[config.mk]
export PLATFORM = sky130hd
export DESIGN_NAME = processor
export DESIGN_NICKNAME = d
export VERILOG_FILES = /design/src/rtl/processor.sv
export SDC_FILE = /design/constraint.sdc
export NUM_CORES = 1
export LEC_CHECK = 0
export BUFFER_PORTS_ARGS = -buffer_cell sky130_fd_sc_hd__buf_2
export CAP_MARGIN = 20
export CORE_ASPECT_RATIO = 1.75
export CORE_MARGIN = 2
export CORE_UTILIZATION = 57
export DETAILED_ROUTE_END_ITERATION = 16
export GPL_TIMING_DRIVEN = 1
export PLACE_DENSITY_LB_ADDON = 0.3
export REMOVE_ABC_BUFFERS = 1
export SKIP_CTS_REPAIR_TIMING = 1
export SLEW_MARGIN = 20
export SYNTH_ARGS = -nofsm -noshare
export SYNTH_HDL_FRONTEND = slang
export SYNTH_SLANG_ARGS = --single-unit
[constraint.sdc]
create_clock -name clock -period 5.7 [get_ports clock]
set_input_delay 0.855 -clock clock [delete_from_list [all_inputs] [get_ports clock]]
set_output_delay 0.855 -clock clock [all_outputs]
set_load 0.01 [all_outputs]
[src/rtl/processor.sv]
// rtl/processor.sv - single-cycle 18-bit processor with register file and companion data ram
module processor_regs #(
    parameter int WORD_SIZE = 18
) (
    input  logic                 clock,
    input  logic                 reset,
    input  logic [2:0]           sel_a,
    input  logic [2:0]           sel_b,
    input  logic [2:0]           sel_c,
    input  logic                 write,
    input  logic [WORD_SIZE-1:0] write_data,
    output logic [WORD_SIZE-1:0] val_a,
    output logic [WORD_SIZE-1:0] val_b,
    output logic [WORD_SIZE-1:0] val_c
);
    logic [WORD_SIZE-1:0] regs [0:7];

    assign val_a = regs[sel_a];
    assign val_b = regs[sel_b];
    assign val_c = regs[sel_c];

    // The destination is always the A field, so it doubles as the write index.
    always_ff @(posedge clock) begin
        if (reset) begin
            for (int i = 0; i < 8; i++) regs[i] <= '0;
        end else if (write) begin
            regs[sel_a] <= write_data;
        end
    end
endmodule

module processor #(
    parameter int ADDR_SIZE = 18,
    parameter int WORD_SIZE = 18
) (
    input  logic                 clock,
    input  logic                 reset,
    output logic [ADDR_SIZE-1:0] code_addr,
    input  logic [WORD_SIZE-1:0] code_word,
    output logic                 memory_write_enable,
    output logic [ADDR_SIZE-1:0] memory_addr,
    output logic [WORD_SIZE-1:0] memory_in,
    input  logic [WORD_SIZE-1:0] memory_out
);
    logic [ADDR_SIZE-1:0] pc;
    logic [ADDR_SIZE-1:0] pc_next;
    logic [ADDR_SIZE-1:0] pc_inc;
    logic [ADDR_SIZE-1:0] eff_addr;
    logic [ADDR_SIZE-1:0] imm8_addr;
    logic [WORD_SIZE-1:0] imm8_word;
    logic [WORD_SIZE-1:0] imm11_word;
    logic [WORD_SIZE-1:0] val_a, val_b, val_c;
    logic [WORD_SIZE-1:0] alu_result;
    logic [WORD_SIZE-1:0] reg_data;
    logic                 reg_write;
    logic                 store;
    logic                 taken;
    logic                 b_neg, b_zero;

    logic [3:0] op;
    logic [2:0] sel_a, sel_b, sel_c;
    logic [3:0] alu_op;
    logic [7:0] imm8;
    logic [10:0] imm11;

    assign op     = code_word[17:14];
    assign sel_a  = code_word[13:11];
    assign sel_b  = code_word[10:8];
    assign sel_c  = code_word[7:5];
    assign alu_op = code_word[3:0];
    assign imm8   = code_word[7:0];
    assign imm11  = code_word[10:0];

    assign imm8_word  = {{(WORD_SIZE-8){imm8[7]}}, imm8};
    assign imm11_word = {{(WORD_SIZE-11){imm11[10]}}, imm11};
    assign imm8_addr  = {{(ADDR_SIZE-8){imm8[7]}}, imm8};
    assign eff_addr   = ADDR_SIZE'(val_b) + imm8_addr;
    assign pc_inc     = pc + ADDR_SIZE'(1);
    assign code_addr  = pc;

    processor_regs #(.WORD_SIZE(WORD_SIZE)) registers (
        .clock      (clock),
        .reset      (reset),
        .sel_a      (sel_a),
        .sel_b      (sel_b),
        .sel_c      (sel_c),
        .write      (reg_write),
        .write_data (reg_data),
        .val_a      (val_a),
        .val_b      (val_b),
        .val_c      (val_c)
    );

    always_comb begin
        alu_result = val_b;
        case (alu_op)
            4'd0: alu_result = val_b + val_c;
            4'd1: alu_result = val_b - val_c;
            4'd2: alu_result = val_b & val_c;
            4'd3: alu_result = val_b | val_c;
            4'd4: alu_result = val_b ^ val_c;
            4'd5: alu_result = ~val_c;
            default: alu_result = val_b;
        endcase
    end

    assign b_neg  = val_b[WORD_SIZE-1];
    assign b_zero = (val_b == '0);

    always_comb begin
        taken = 1'b1;
        case (sel_a)
            3'd0: taken = b_zero;
            3'd1: taken = b_neg;
            3'd2: taken = !b_neg && !b_zero;
            3'd3: taken = b_neg || b_zero;
            3'd4: taken = !b_neg;
            3'd5: taken = !val_b[0];
            3'd6: taken = val_b[0];
            default: taken = 1'b1;
        endcase
    end

    always_comb begin
        reg_write   = 1'b0;
        reg_data    = '0;
        store       = 1'b0;
        memory_addr = '0;
        memory_in   = '0;
        pc_next     = pc_inc;
        case (op)
            4'd0: begin
                reg_write = 1'b1;
                reg_data  = alu_result;
            end
            4'd1: begin
                reg_write = 1'b1;
                reg_data  = imm11_word;
            end
            4'd2: begin
                reg_write = 1'b1;
                reg_data  = val_a + imm8_word;
            end
            4'd3: begin
                memory_addr = eff_addr;
                reg_write   = 1'b1;
                reg_data    = memory_out;
            end
            4'd4: begin
                memory_addr = eff_addr;
                memory_in   = val_a;
                store       = 1'b1;
            end
            4'd5: begin
                if (taken) pc_next = pc_inc + imm8_addr;
            end
            default: ;
        endcase
    end

    // Reset must suppress the strobe combinationally so an aborted STORE never lands.
    assign memory_write_enable = store && !reset;

    always_ff @(posedge clock) begin
        if (reset) pc <= '0;
        else       pc <= pc_next;
    end
endmodule


==> reports/results.ini <==
[global_route]
grt_util_all_layers_pct = 35.9
wire_length_of_the_first_global_routing_pass_mm = 74.2
grt_max_degree = 31
grt_remaining_overflow = 0
first_global_vias = 13229
number_of_antenna_violations_at_the_first_check_in_global_routing = 2

[critical_path]
worstSetupPathType = input pin to primary output
worst_path_most_repeated_cell = sky130_fd_sc_hd__buf_2
crit_family = compound AO/OA/AOI/OAI gates
crit_required_ps = 4850
worst_r2r_startpoint = registers.regs[5][7]
worst-path-max-fanout = 15
worst_setup_path_start_kind = input pin
cp.buffers_inverters = 5
critical_path.slowest_cell = sky130_fd_sc_hd__mux4_2
crit_start = code_word[8]
setup.worst_path.end_class = primary output
timing.critical_path.cells = buf_2 -> buf_12 -> buf_4 -> mux4_2 -> mux2i_2 -> inv_1 -> ha_1 -> a21oi_1 -> o21ai_0 -> a211o_1 -> a41oi_1 -> nand2b_1 -> o311ai_0 -> buf_2
timing.critical_path.arrival_ps = 4600
cp_slowest_stage_delay_ps = 510

[detailed_routing]
drt-vias-per-instance = 6.91
ant_nets = 0
detail_route.drc_violations = 0
detailedRoute.firstIterationViolations = 1696
detailroute.via_count = 13157
detail_route.wirelength_mm = 49.2
wl_per_cell_um = 25.8
detailedRoute.firstPassIterationCount = 7

[place]
pre_cts_ws_ps = 41.7
place.port_buffers = 92
gp_routability_congestion = 1.03
post_dp_cell_area_mm2 = 0.0160
hpwlAfterDp_mm = 36.9

[finish]
layout-drive-gt1-share_pct = 22.6
final_nets = 1718
multiInputGateArea_mm2 = 0.00961
stdcell_area_mm2 = 0.0166
area_growth_pct = 11.6
fillerInstances = 2071
sequential_standard_cell_area_mm2 = 0.00468
most_frequent_standard_cell_in_the_layout_excluding_fill_and_tap_cells = sky130_fd_sc_hd__nor2_1
final_cell_mix = 220 x sky130_fd_sc_hd__nor2_1, 144 x sky130_fd_sc_hd__edfxtp_1, 110 x sky130_fd_sc_hd__a21oi_1

[timing]
fin_crit_ps = 5460
final.setup_skew_ps = 12.1
fin_ws_ps = 243
timing.final.max_slew_violations = 0
grt_setup_unrepaired = no
finalHoldViolCount = 0
timing.final.setup_violations = 0
timing.setup.tns_ps = 0
final_min_period_over_clock_period_pct = 95.7
fmax_mhz = 183
max-slew-margin-rel_pct = 27.6
worst_max_slew_pin_slew_ps = 1090

[synthesis]
postSynth.topFlopCell = sky130_fd_sc_hd__edfxtp_1
post_synth.cell_area_avg_um2 = 10.2
synthDistinctLibCells = 74
synth_warnings = 0
post_synthesis_cell_area_mm2 = 0.0149
ys_seq_area_share_pct = 31.5
cells_after_synthesis = 1456
number_of_register_bits_inferred_by_synthesis = 162
async_flop_share_pct = 0
post_synth_edffs = 144

[cts]
clk_pin_slew_ps = 60
clock_sink_total = 162
ctsRootBufferMaster = sky130_fd_sc_hd__clkbuf_16
tritoncts = done
htreeDepth = 4
clock_latency_ps = 440
cts_buffer_depth = 2
number_of_cts_inserted_buffers = 17

[die]
die_y_um = 218
area_inside_the_core_boundary_mm2 = 0.0258
die_w_um = 126
placement_rows = 78
design.portCount = 93
floorplan.die_area_mm2 = 0.0274
initial_core_util_pct = 57.7

[status]
run_status = finished clean

[power_and_ir_drop]
ir_drop_mv = 0.265
leakage_nw = 6.83
power_per_cell_area_mw_per_mm2 = 225

[worst_hold_path]
hold_path_startpoint = code_addr[0]
worst_hold_path_type = register to register

[job]
cap_viol_max_count = 0

through the flow:
step	utilization, %	power [mW]	instances	hold WS (ps)
after detailed placement	62.1	2.60	1871	561
final	64.4	3.72	1904	567
after CTS	64.4	3.70	1903	574
after global placement	62.1	2.57	1871	557
after global routing	64.4	3.87	1904	610
after floorplan	-	2.19	1378	556
state kept, by name, summed over array words and instances (netlist names):
register	cells
registers.regs	144
code_addr	18
area by class of cell:
cell class                      count  area share (%)
Timing Repair Buffer              173            6.61
Clock inverter                     15           0.882
Multi-Input combinational cell   1155            57.9
Sequential cell                   162            28.2
Antenna cell                        1          0.0151
Tap cell                          320            2.41
Clock buffer                       17            2.56
Inverter                           61            1.38
synthesized netlist by cell type, types with 4 or more instances:
library cell | number | area [um^2]
sky130_fd_sc_hd__xor2_1 | 27 | 236
sky130_fd_sc_hd__nand2b_1 | 22 | 138
sky130_fd_sc_hd__clkbuf_1 | 48 | 180
sky130_fd_sc_hd__o21ai_1 | 13 | 65.1
sky130_fd_sc_hd__and3_1 | 17 | 106
sky130_fd_sc_hd__edfxtp_1 | 144 | 4320
sky130_fd_sc_hd__buf_1 | 6 | 22.5
sky130_fd_sc_hd__mux2i_2 | 4 | 55.1
sky130_fd_sc_hd__o21bai_1 | 9 | 67.6
sky130_fd_sc_hd__a211o_1 | 4 | 35.0
sky130_fd_sc_hd__nand2_1 | 60 | 225
sky130_fd_sc_hd__a221o_1 | 4 | 40.0
sky130_fd_sc_hd__mux2i_1 | 62 | 621
sky130_fd_sc_hd__a31oi_1 | 7 | 43.8
sky130_fd_sc_hd__a22o_1 | 9 | 78.8
sky130_fd_sc_hd__nor2b_1 | 32 | 200
sky130_fd_sc_hd__o21a_1 | 6 | 45.0
sky130_fd_sc_hd__dfxtp_1 | 18 | 360
sky130_fd_sc_hd__nand3_1 | 25 | 125
sky130_fd_sc_hd__o21ai_0 | 38 | 190
sky130_fd_sc_hd__o31ai_1 | 6 | 45.0
sky130_fd_sc_hd__mux2_2 | 25 | 282
sky130_fd_sc_hd__a22oi_1 | 8 | 60.1
sky130_fd_sc_hd__o211ai_1 | 15 | 113
sky130_fd_sc_hd__a21o_1 | 22 | 165
sky130_fd_sc_hd__o2111ai_1 | 5 | 43.8
sky130_fd_sc_hd__fa_1 | 4 | 80.1
sky130_fd_sc_hd__a21oi_1 | 110 | 551
sky130_fd_sc_hd__nor3_1 | 29 | 145
sky130_fd_sc_hd__inv_1 | 53 | 199
sky130_fd_sc_hd__nand4_1 | 9 | 56.3
sky130_fd_sc_hd__a211oi_1 | 17 | 128
sky130_fd_sc_hd__mux4_2 | 101 | 2270
sky130_fd_sc_hd__nor2_1 | 220 | 826
sky130_fd_sc_hd__a221oi_1 | 11 | 96.3
sky130_fd_sc_hd__buf_2 | 17 | 85.1
sky130_fd_sc_hd__xnor2_1 | 56 | 490
sky130_fd_sc_hd__or3_1 | 12 | 75.1
sky130_fd_sc_hd__inv_2 | 8 | 30.0
sky130_fd_sc_hd__ha_1 | 106 | 1330
sky130_fd_sc_hd__buf_6 | 5 | 56.3
power by group:
group	internal, mW	switching, mW	total (mW)
clock network	0.613	0.500	1.11
registers	1.33	0.0400	1.37
logic	0.521	0.718	1.24
logic make-up (layout without fill, tap and decap cells):
| family | Yosys count | after routing | share of synthesized area, % |
|---|---|---|---|
| simple gates | 447 | 447 | 13.9 |
| compound gates | 320 | 320 | 14.1 |
| mux | 195 | 195 | 22.2 |
| flops | 162 | 162 | 31.5 |
| buf+inv | 139 | 266 | 3.96 |
| fa+ha+maj | 110 | 110 | 9.46 |
| xor+xnor | 83 | 83 | 4.89 |
| other cells | 0 | 1 | 0 |
final timing paths:
| check | slack (ps) | depth (start not counted) | to |
|---|---|---|---|
| worst max-delay path | 240 | 14 | memory_addr[17] |
| worst min-delay path | 570 | 1 | code_addr[0] |
| worst max register to register | 900 | 15 | registers.regs[1][14] |
| worst min register to register | 570 | 1 | code_addr[0] |
routing by layer:
metal | part of all wire [%] | global-route usage (%) | vias up
met1 | 32 | 39.0 | 6236
met5 | 0.026 | 0 | -
met2 | 50 | 61.6 | 922
met4 | 9.1 | 28.5 | 2
met3 | 9.2 | 5.79 | 248
li1 | - | - | 5749
(Power assumes the default switching activity.)
